`src/rtl/wb_rom_copier.sv`:
```
// wb_rom_copier: Wishbone master copying WORDS words from ROM to RAM; checksum built only when ROM_COPIER_CHECKSUM_EN is defined
module wb_rom_copier #(
  parameter logic [31:0] SRC_BASE    = 32'h0000_0000,
  parameter logic [31:0] DST_BASE    = 32'h0000_0000,
  parameter int unsigned WORDS       = 32,
  parameter int unsigned ACK_TIMEOUT = 255
) (
  input  logic        clk,
  input  logic        rst,
  input  logic        start_i,
  output logic        busy_o,
  output logic        done_o,
  output logic        error_o,
  output logic [31:0] checksum_o,
  output logic [31:0] wbm_adr_o,
  output logic [31:0] wbm_dat_o,
  input  logic [31:0] wbm_dat_i,
  output logic        wbm_we_o,
  output logic [3:0]  wbm_sel_o,
  output logic        wbm_cyc_o,
  output logic        wbm_stb_o,
  input  logic        wbm_ack_i,
  input  logic        wbm_err_i
);
  typedef enum logic [2:0] {IDLE, RD, RD_GAP, WR, WR_GAP, DONE, ERR} state_t;
  localparam logic [15:0] LAST = 16'(WORDS - 1);
  localparam logic [15:0] TMO  = 16'(ACK_TIMEOUT);
  state_t      r_state, w_next;
  logic [15:0] r_idx, r_tmo, w_idx;
  logic [31:0] r_adr, r_dat;
  logic        r_cyc, r_we, r_busy, r_done, r_err;
  logic        w_bus, w_go, w_abort, w_rd_ack;
  always_comb begin
    w_bus    = r_state == RD || r_state == WR;
    w_go     = r_state == IDLE && start_i;
    w_abort  = w_bus && (wbm_err_i || (!wbm_ack_i && r_tmo == TMO));
    w_rd_ack = r_state == RD && wbm_ack_i && !wbm_err_i;
    w_idx    = w_go ? '0 : (r_state == WR_GAP && r_idx != LAST) ? r_idx + 16'd1 : r_idx;
    w_next   = w_abort ? ERR :
               w_go ? RD :
               r_state == RD ? (wbm_ack_i ? RD_GAP : RD) :
               r_state == RD_GAP ? WR :
               r_state == WR ? (wbm_ack_i ? WR_GAP : WR) :
               r_state == WR_GAP ? (r_idx == LAST ? DONE : RD) : IDLE;
  end
  always_ff @(posedge clk) begin
    if (rst) begin
      r_state <= IDLE;
      r_idx   <= '0;
      r_tmo   <= '0;
      r_adr   <= '0;
      r_dat   <= '0;
      r_cyc   <= 1'b0;
      r_we    <= 1'b0;
      r_busy  <= 1'b0;
      r_done  <= 1'b0;
      r_err   <= 1'b0;
    end else begin
      r_state <= w_next;
      r_idx   <= w_idx;
      r_tmo   <= (w_bus && w_next == r_state) ? r_tmo + 16'd1 : '0;
      r_cyc   <= w_next == RD || w_next == WR;
      r_we    <= w_next == WR;
      r_busy  <= w_next inside {RD, RD_GAP, WR, WR_GAP};
      r_done  <= w_next == DONE;
      r_err   <= !w_go && (r_err || w_next == ERR);
      if (w_rd_ack) r_dat <= wbm_dat_i;
      if (w_next == RD || w_next == WR) r_adr <= (w_next == RD ? SRC_BASE : DST_BASE) + {14'd0, w_idx, 2'b00};
    end
  end
`ifdef ROM_COPIER_CHECKSUM_EN
  logic [31:0] r_sum;
  always_ff @(posedge clk) begin
    if (rst || w_go) r_sum <= '0;
    else if (w_rd_ack) r_sum <= r_sum + wbm_dat_i;
  end
  assign checksum_o = r_sum;
`else
  assign checksum_o = '0;
`endif
  assign busy_o    = r_busy;
  assign done_o    = r_done;
  assign error_o   = r_err;
  assign wbm_adr_o = r_adr;
  assign wbm_dat_o = r_dat;
  assign wbm_we_o  = r_we;
  assign wbm_sel_o = 4'hF;
  assign wbm_cyc_o = r_cyc;
  assign wbm_stb_o = r_cyc;
endmodule

```
`config.mk`:
```
export PLATFORM = sky130hd
export DESIGN_NAME = wb_rom_copier
export DESIGN_NICKNAME = d
export VERILOG_FILES = /design/src/rtl/wb_rom_copier.sv
export SDC_FILE = /design/constraint.sdc
export NUM_CORES = 1
export LEC_CHECK = 0
export CAP_MARGIN = 40
export CORE_MARGIN = 3
export CORE_UTILIZATION = 40
export DETAILED_ROUTE_END_ITERATION = 10
export PLACE_DENSITY = 0.76
export SLEW_MARGIN = 5
export SYNTH_ARGS = -nofsm -noshare
export SYNTH_HDL_FRONTEND = slang
export SYNTH_SLANG_ARGS = --single-unit
```
`constraint.sdc`:
```
create_clock -name clk -period 2.6 [get_ports clk]
set_clock_uncertainty 0.2 [all_clocks]
set_input_delay 0.39 -clock clk [delete_from_list [all_inputs] [get_ports clk]]
set_output_delay 0.39 -clock clk [all_outputs]
set_load 0.005 [all_outputs]
```
Word level (Yosys, flattened, before mapping)
Cells that the tools add are included.

cells by class
  $add $sub $neg = 2
  $mul = 0
  divide/modulo/power cells = 0
  magnitude comparators = 0
  equal/unequal tests = 14
  shift-type cells = 0
  multiplexer cells = 11
  bitwise gates (word level) = 1
  reductions and logical operators = 18

operators with widths
  kind                                                                      count
  16-bit by 1-bit adder with 16-bit output, second input constant           2
  16-bit 2-to-1 mux                                                         2
  3-bit 2-to-1 mux                                                          8
  16-bit by 5-bit == test with 1-bit output, second input constant          1
  16-bit by 8-bit == test with 1-bit output, second input constant          1
  16-bit by 5-bit inequality test with 1-bit output, second input constant  1
  3-bit by 2-bit == test with 1-bit output, second input constant           4
  3-bit == test, second input constant                                      4
  1-bit logical AND                                                         8
  3-bit by 1-bit == test with 1-bit output, second input constant           2
  1-bit logical OR                                                          4
  4-bit nonzero test                                                        1
  3-bit == test                                                             1
  1-bit logical NOT                                                         3
  3-bit logical NOT                                                         1
  2-bit 2-to-1 mux                                                          1
  2-bit OR reduction                                                        1
  1-bit inverter                                                            1

storage, ports and cells
  register bits = 88
  latch bits = 0
  RAM bits = 0
  bits in read-only memories = 0
  memories = 0

Depth between registers and ports, before layout
  depth after elaboration = 12
  gate-level depth with buffers = 9
  depth with buffers taken out = 7

Least setup slack after synthesis
Ideal clock, no wire load.

  kind = register to register
  start = register r_idx[0]
  end = register r_adr[15], in the netlist wbm_adr_o[15]
  setup time = 0.121 ns
  arrival = 2.313 ns
  data required time = 2.279 ns
  path slack = -0.034 ns
  stages on the path, launching flop included = 9
  path buffers = 2
  cells stage by stage = dfxtp_1 -> ha_1 -> or4bb_1 -> or4_1 -> buf_2 -> o21a_1 -> nor2b_4 -> buf_6 -> mux2_4

on the way
  longest elaborated chain between the ends = 10
  elaborated cells between the ends (all ways) = 16
  those cells by class = 1 x add/sub; 4 x eq/ne; 9 x mux; 2 x reduce/logical

ends and longest elaborated chain
  what                                                                                                         RTL line  RTL
  start, declared                                                                                              29        logic [15:0] r_idx, r_tmo, w_idx;
  start signal, assigned                                                                                       60        r_idx <= w_idx;
  16-bit by 5-bit == test with 1-bit output                                                                    44        r_state == WR_GAP ? (r_idx == LAST ? DONE : RD) : IDLE;
  3-bit 2-to-1 mux (2 in series)                                                                               44
  3-bit 2-to-1 mux                                                                                             43        r_state == WR ? (wbm_ack_i ? WR_GAP : WR) :
  3-bit 2-to-1 mux                                                                                             42        r_state == RD_GAP ? WR :
  3-bit 2-to-1 mux                                                                                             41        r_state == RD ? (wbm_ack_i ? RD_GAP : RD) :
  3-bit 2-to-1 mux                                                                                             40        w_go ? RD :
  3-bit 2-to-1 mux                                                                                             39        w_next = w_abort ? ERR :
  3-bit by 1-bit == test with 1-bit output / 3-bit by 2-bit == test with 1-bit output (equally long branches)  -
  1-bit logical OR                                                                                             68        if (w_next == RD || w_next == WR) r_adr <= (w_next == RD ? SRC_BASE : DST_BASE) + {14'd0, w_idx, 2'b00};
  end signal, assigned                                                                                         68
  end, declared                                                                                                30        logic [31:0] r_adr, r_dat;

Several ways; a longest one is shown, not always the timed one.
A chain may end at the register's enable or synchronous reset.

Final worst setup path
  start = register r_idx[8]
  end = register r_we, in the netlist wbm_we_o

on the way
  longest elaborated chain between the ends = 9

ends and longest elaborated chain
  what                                       RTL line  RTL
  16-bit by 5-bit == test with 1-bit output  44
  3-bit 2-to-1 mux (2 in series)             44
  3-bit 2-to-1 mux                           43
  3-bit 2-to-1 mux                           42
  3-bit 2-to-1 mux                           41
  3-bit 2-to-1 mux                           40
  3-bit 2-to-1 mux                           39
  3-bit by 2-bit == test with 1-bit output   63        r_we <= w_next == WR;
  end signal, assigned                       54        r_we <= 1'b0;
  end signal, assigned                       63
  end, declared                              31        logic r_cyc, r_we, r_busy, r_done, r_err;

Every way passes these cells.

==> impl_metrics.env <==
export IMPL_setup_viol=0
export IMPL_p_leak_nw=1.98
export IMPL_yosys_cell_count_top_type="dfxtp_1"
export IMPL_diodes=0
export IMPL_grt_pass1_wl_um=14400
export IMPL_post_drt_wl_per_cell_um=12.8
export IMPL_initial_utilization=0.414
export IMPL_grt_overflow=0
export IMPL_whs_ns=0.140
export IMPL_ys_types=41
export IMPL_slowest_delay_ns=0.56
export IMPL_start_kind="flop"
export IMPL_io_pins=143
export IMPL_ir_worst_vdd_v=0.000293
export IMPL_syn_to_final_growth_pct=33.6
export IMPL_fmax_ghz=0.390
export IMPL_path_class="reg -> reg"
export IMPL_drt_iter0_markers=118
export IMPL_h_tree_depth=3
export IMPL_dieWidth_um=104
export IMPL_dp_slack_ns=-0.0808
export IMPL_cts_sinks=88
export IMPL_final_setup_tns_ns=0
export IMPL_grt_total_usage=0.159
export IMPL_crit_path_end_kind="flop"
export IMPL_cp_cell_sequence="or4_4 -> or4_4 -> o21a_1 -> nor2b_4 -> buf_4 -> nor2b_1 -> nor2b_1"
export IMPL_drive_above_1_share=0.108
export IMPL_port_buffers=90
export IMPL_synth_area_per_cell_um2=8.48
export IMPL_crit_arrival_ns=2.60
export IMPL_status="finished, final reports clean"
export IMPL_coreArea_um2=9330
export IMPL_num_rows=35
export IMPL_ys_warn_count=0
export IMPL_synth_top_cells_by_area="dfxtp_1, buf_4, nand2_1"
export IMPL_antenna_found_initial=0
export IMPL_finalHoldViolCount=0
export IMPL_dieArea_um2=10900
export IMPL_p_total_mw=2.98
export IMPL_layout_setup_ws_ns=0.0391
export IMPL_layout_nets=600
export IMPL_crit_required_ns=2.64
export IMPL_place_inst=676
export IMPL_cts_root_buf="clkbuf_8"
export IMPL_power_density_nw_per_um2=577
export IMPL_dpl_instance_area_um2=4820
export IMPL_detailed_place_hpwl_um=6400
export IMPL_grt_pass1_vias=3040
export IMPL_postCtsHoldBufs=0
export IMPL_drt_pass1_iterations=4
export IMPL_gp_congestion=0.843
export IMPL_synth_common_cells="dfxtp_1, nand2_1, buf_4"
export IMPL_final_instance_count_excl_fill=695
export IMPL_grt_setup_unrepaired="yes"
export IMPL_ant_nets=0
export IMPL_hp_class="in -> reg"
export IMPL_synth_cell_area_um2=3860
export IMPL_rrSetupSlack_ns=0.04
export IMPL_synth_edff_count=0
export IMPL_ys_ff_latch=88
export IMPL_drv_cap=0
export IMPL_path_delay_family="simple AND/OR/NAND/NOR gates"
export IMPL_period_needed_ns=2.56
export IMPL_yosysTopAreaCellShare=0.456
export IMPL_cp_max_fo=5
export IMPL_fillers=851
export IMPL_crit_buf_inv=1
export IMPL_yosysSeqAreaShare=0.456
export IMPL_viasPerCell=4.59
export IMPL_fin_crit_sh=0.985
export IMPL_report_final_slew_viol_count=0
export IMPL_async_reset_ff_frac=0
export IMPL_worstSkewPairLatency_ns=0.35
export IMPL_cts_tree="done"
export IMPL_syn_inst=456
export IMPL_drc=0
export IMPL_synth_ff_type="dfxtp_1"
export IMPL_cts_buffers=9
export IMPL_vias=3192
export IMPL_path_clk_slew_ns=0.08
export IMPL_cp_slowest_cell="or4_4"
export IMPL_clockBufferDepth=2
export IMPL_fin_area_um2=5160
export IMPL_die_y_um=104
export IMPL_synth_largest_area_cell="dfxtp_1"
export IMPL_finalWirelength_um=8920
export IMPL_fin_util=0.554
export IMPL_grt_max_degree=47
worst register-to-register path, cell delays in order (launching register included):
cell and delay (ns):
dfxtp_1 0.32, or4_4 0.55, or4_4 0.56, o21a_1 0.19
nor2b_4 0.16, buf_4 0.18, nor2b_1 0.13, nor2b_1 0.16
cells by family after synthesis:
group | share of synthesized area
compound gates | 0.0871
other cells | 0.00194
xor+xnor | 0.0634
simple gates | 0.246
mux | 0.00906
buf+inv | 0.130
fa+ha+maj | 0.00647
flops | 0.456
final cells by class:
class	count	area, um2	share of cell area
tap	129	161	0.0313
inverter	5	18.8	0.00363
sequential	88	1770	0.342
clock inverter	5	104	0.0201
clock buffer	11	141	0.0274
timing repair buffer	117	1150	0.222
multi-input combinational	340	1830	0.354
per-layer routing:
layer / vias up / routed length, um / track usage / part of all wire
li1: 1611 / - / - / -
met1: 1482 / 3700 / 0.185 / 0.42
met2: 90 / 4590 / 0.280 / 0.51
met3: 9 / 543 / 0.0546 / 0.061
met4: 0 / 80 / 0.0351 / 0.0090
met5: - / 0 / 0 / 0
final timing paths:
path | cells past startpoint | endpoint | from
worst max-delay path | 7 | wbm_we_o$_SDFF_PP0_ | r_idx[8]$_SDFF_PP0_
worst min register to register | 2 | wbm_dat_o[19]$_SDFFE_PP0P_ | wbm_dat_o[19]$_SDFFE_PP0P_
worst min-delay path | 2 | r_idx[12]$_SDFF_PP0_ | rst
worst max register to register | 7 | wbm_we_o$_SDFF_PP0_ | r_idx[8]$_SDFF_PP0_
state kept, by name, indices dropped and copies added (netlist names):
name,count
wbm_dat_o,32
r_idx,16
r_tmo,16
wbm_adr_o,16
r_state,3
busy_o,1
done_o,1
error_o,1
wbm_cyc_o,1
wbm_we_o,1
cell usage in the layout, fill, tap and decap left out, drive strengths merged, types with 2 or more instances in the layout:
| master | n |
|---|---|
| nand2b | 5 |
| or3b | 2 |
| xor2 | 16 |
| dfxtp | 88 |
| nor4 | 3 |
| bufinv | 3 |
| nor3 | 9 |
| clkbuf | 13 |
| o21a | 2 |
| inv | 5 |
| o21ai | 2 |
| buf | 26 |
| ha | 2 |
| nor3b | 6 |
| nand4 | 6 |
| xnor2 | 12 |
| nor2b | 5 |
| conb | 52 |
| nor2 | 43 |
| a21o | 3 |
| clkinv | 2 |
| nand2 | 83 |
| o22a | 7 |
| clkdlybuf4s50 | 89 |
| and3 | 7 |
| and4 | 5 |
| mux2i | 2 |
| or4 | 3 |
| nand3 | 15 |
| a21oi | 42 |
| and2 | 2 |
repair_timing:
action	CTS	global route
gates cloned	0	2
endpoints found under the hold margin	0	0
setup endpoints to repair	7	12
pin swaps	0	8
gates resized for setup	1	9
buffers inserted	0	1
power by group:
| part | leakage (nW) | switching, mW | internal (mW) |
|---|---|---|---|
| Sequential | 0.714 | 0.0336 | 1.39 |
| Combinational | 1.14 | 0.194 | 0.231 |
| Clock | 0.124 | 0.462 | 0.665 |
Note: power is estimated with default switching activity, not from simulation.
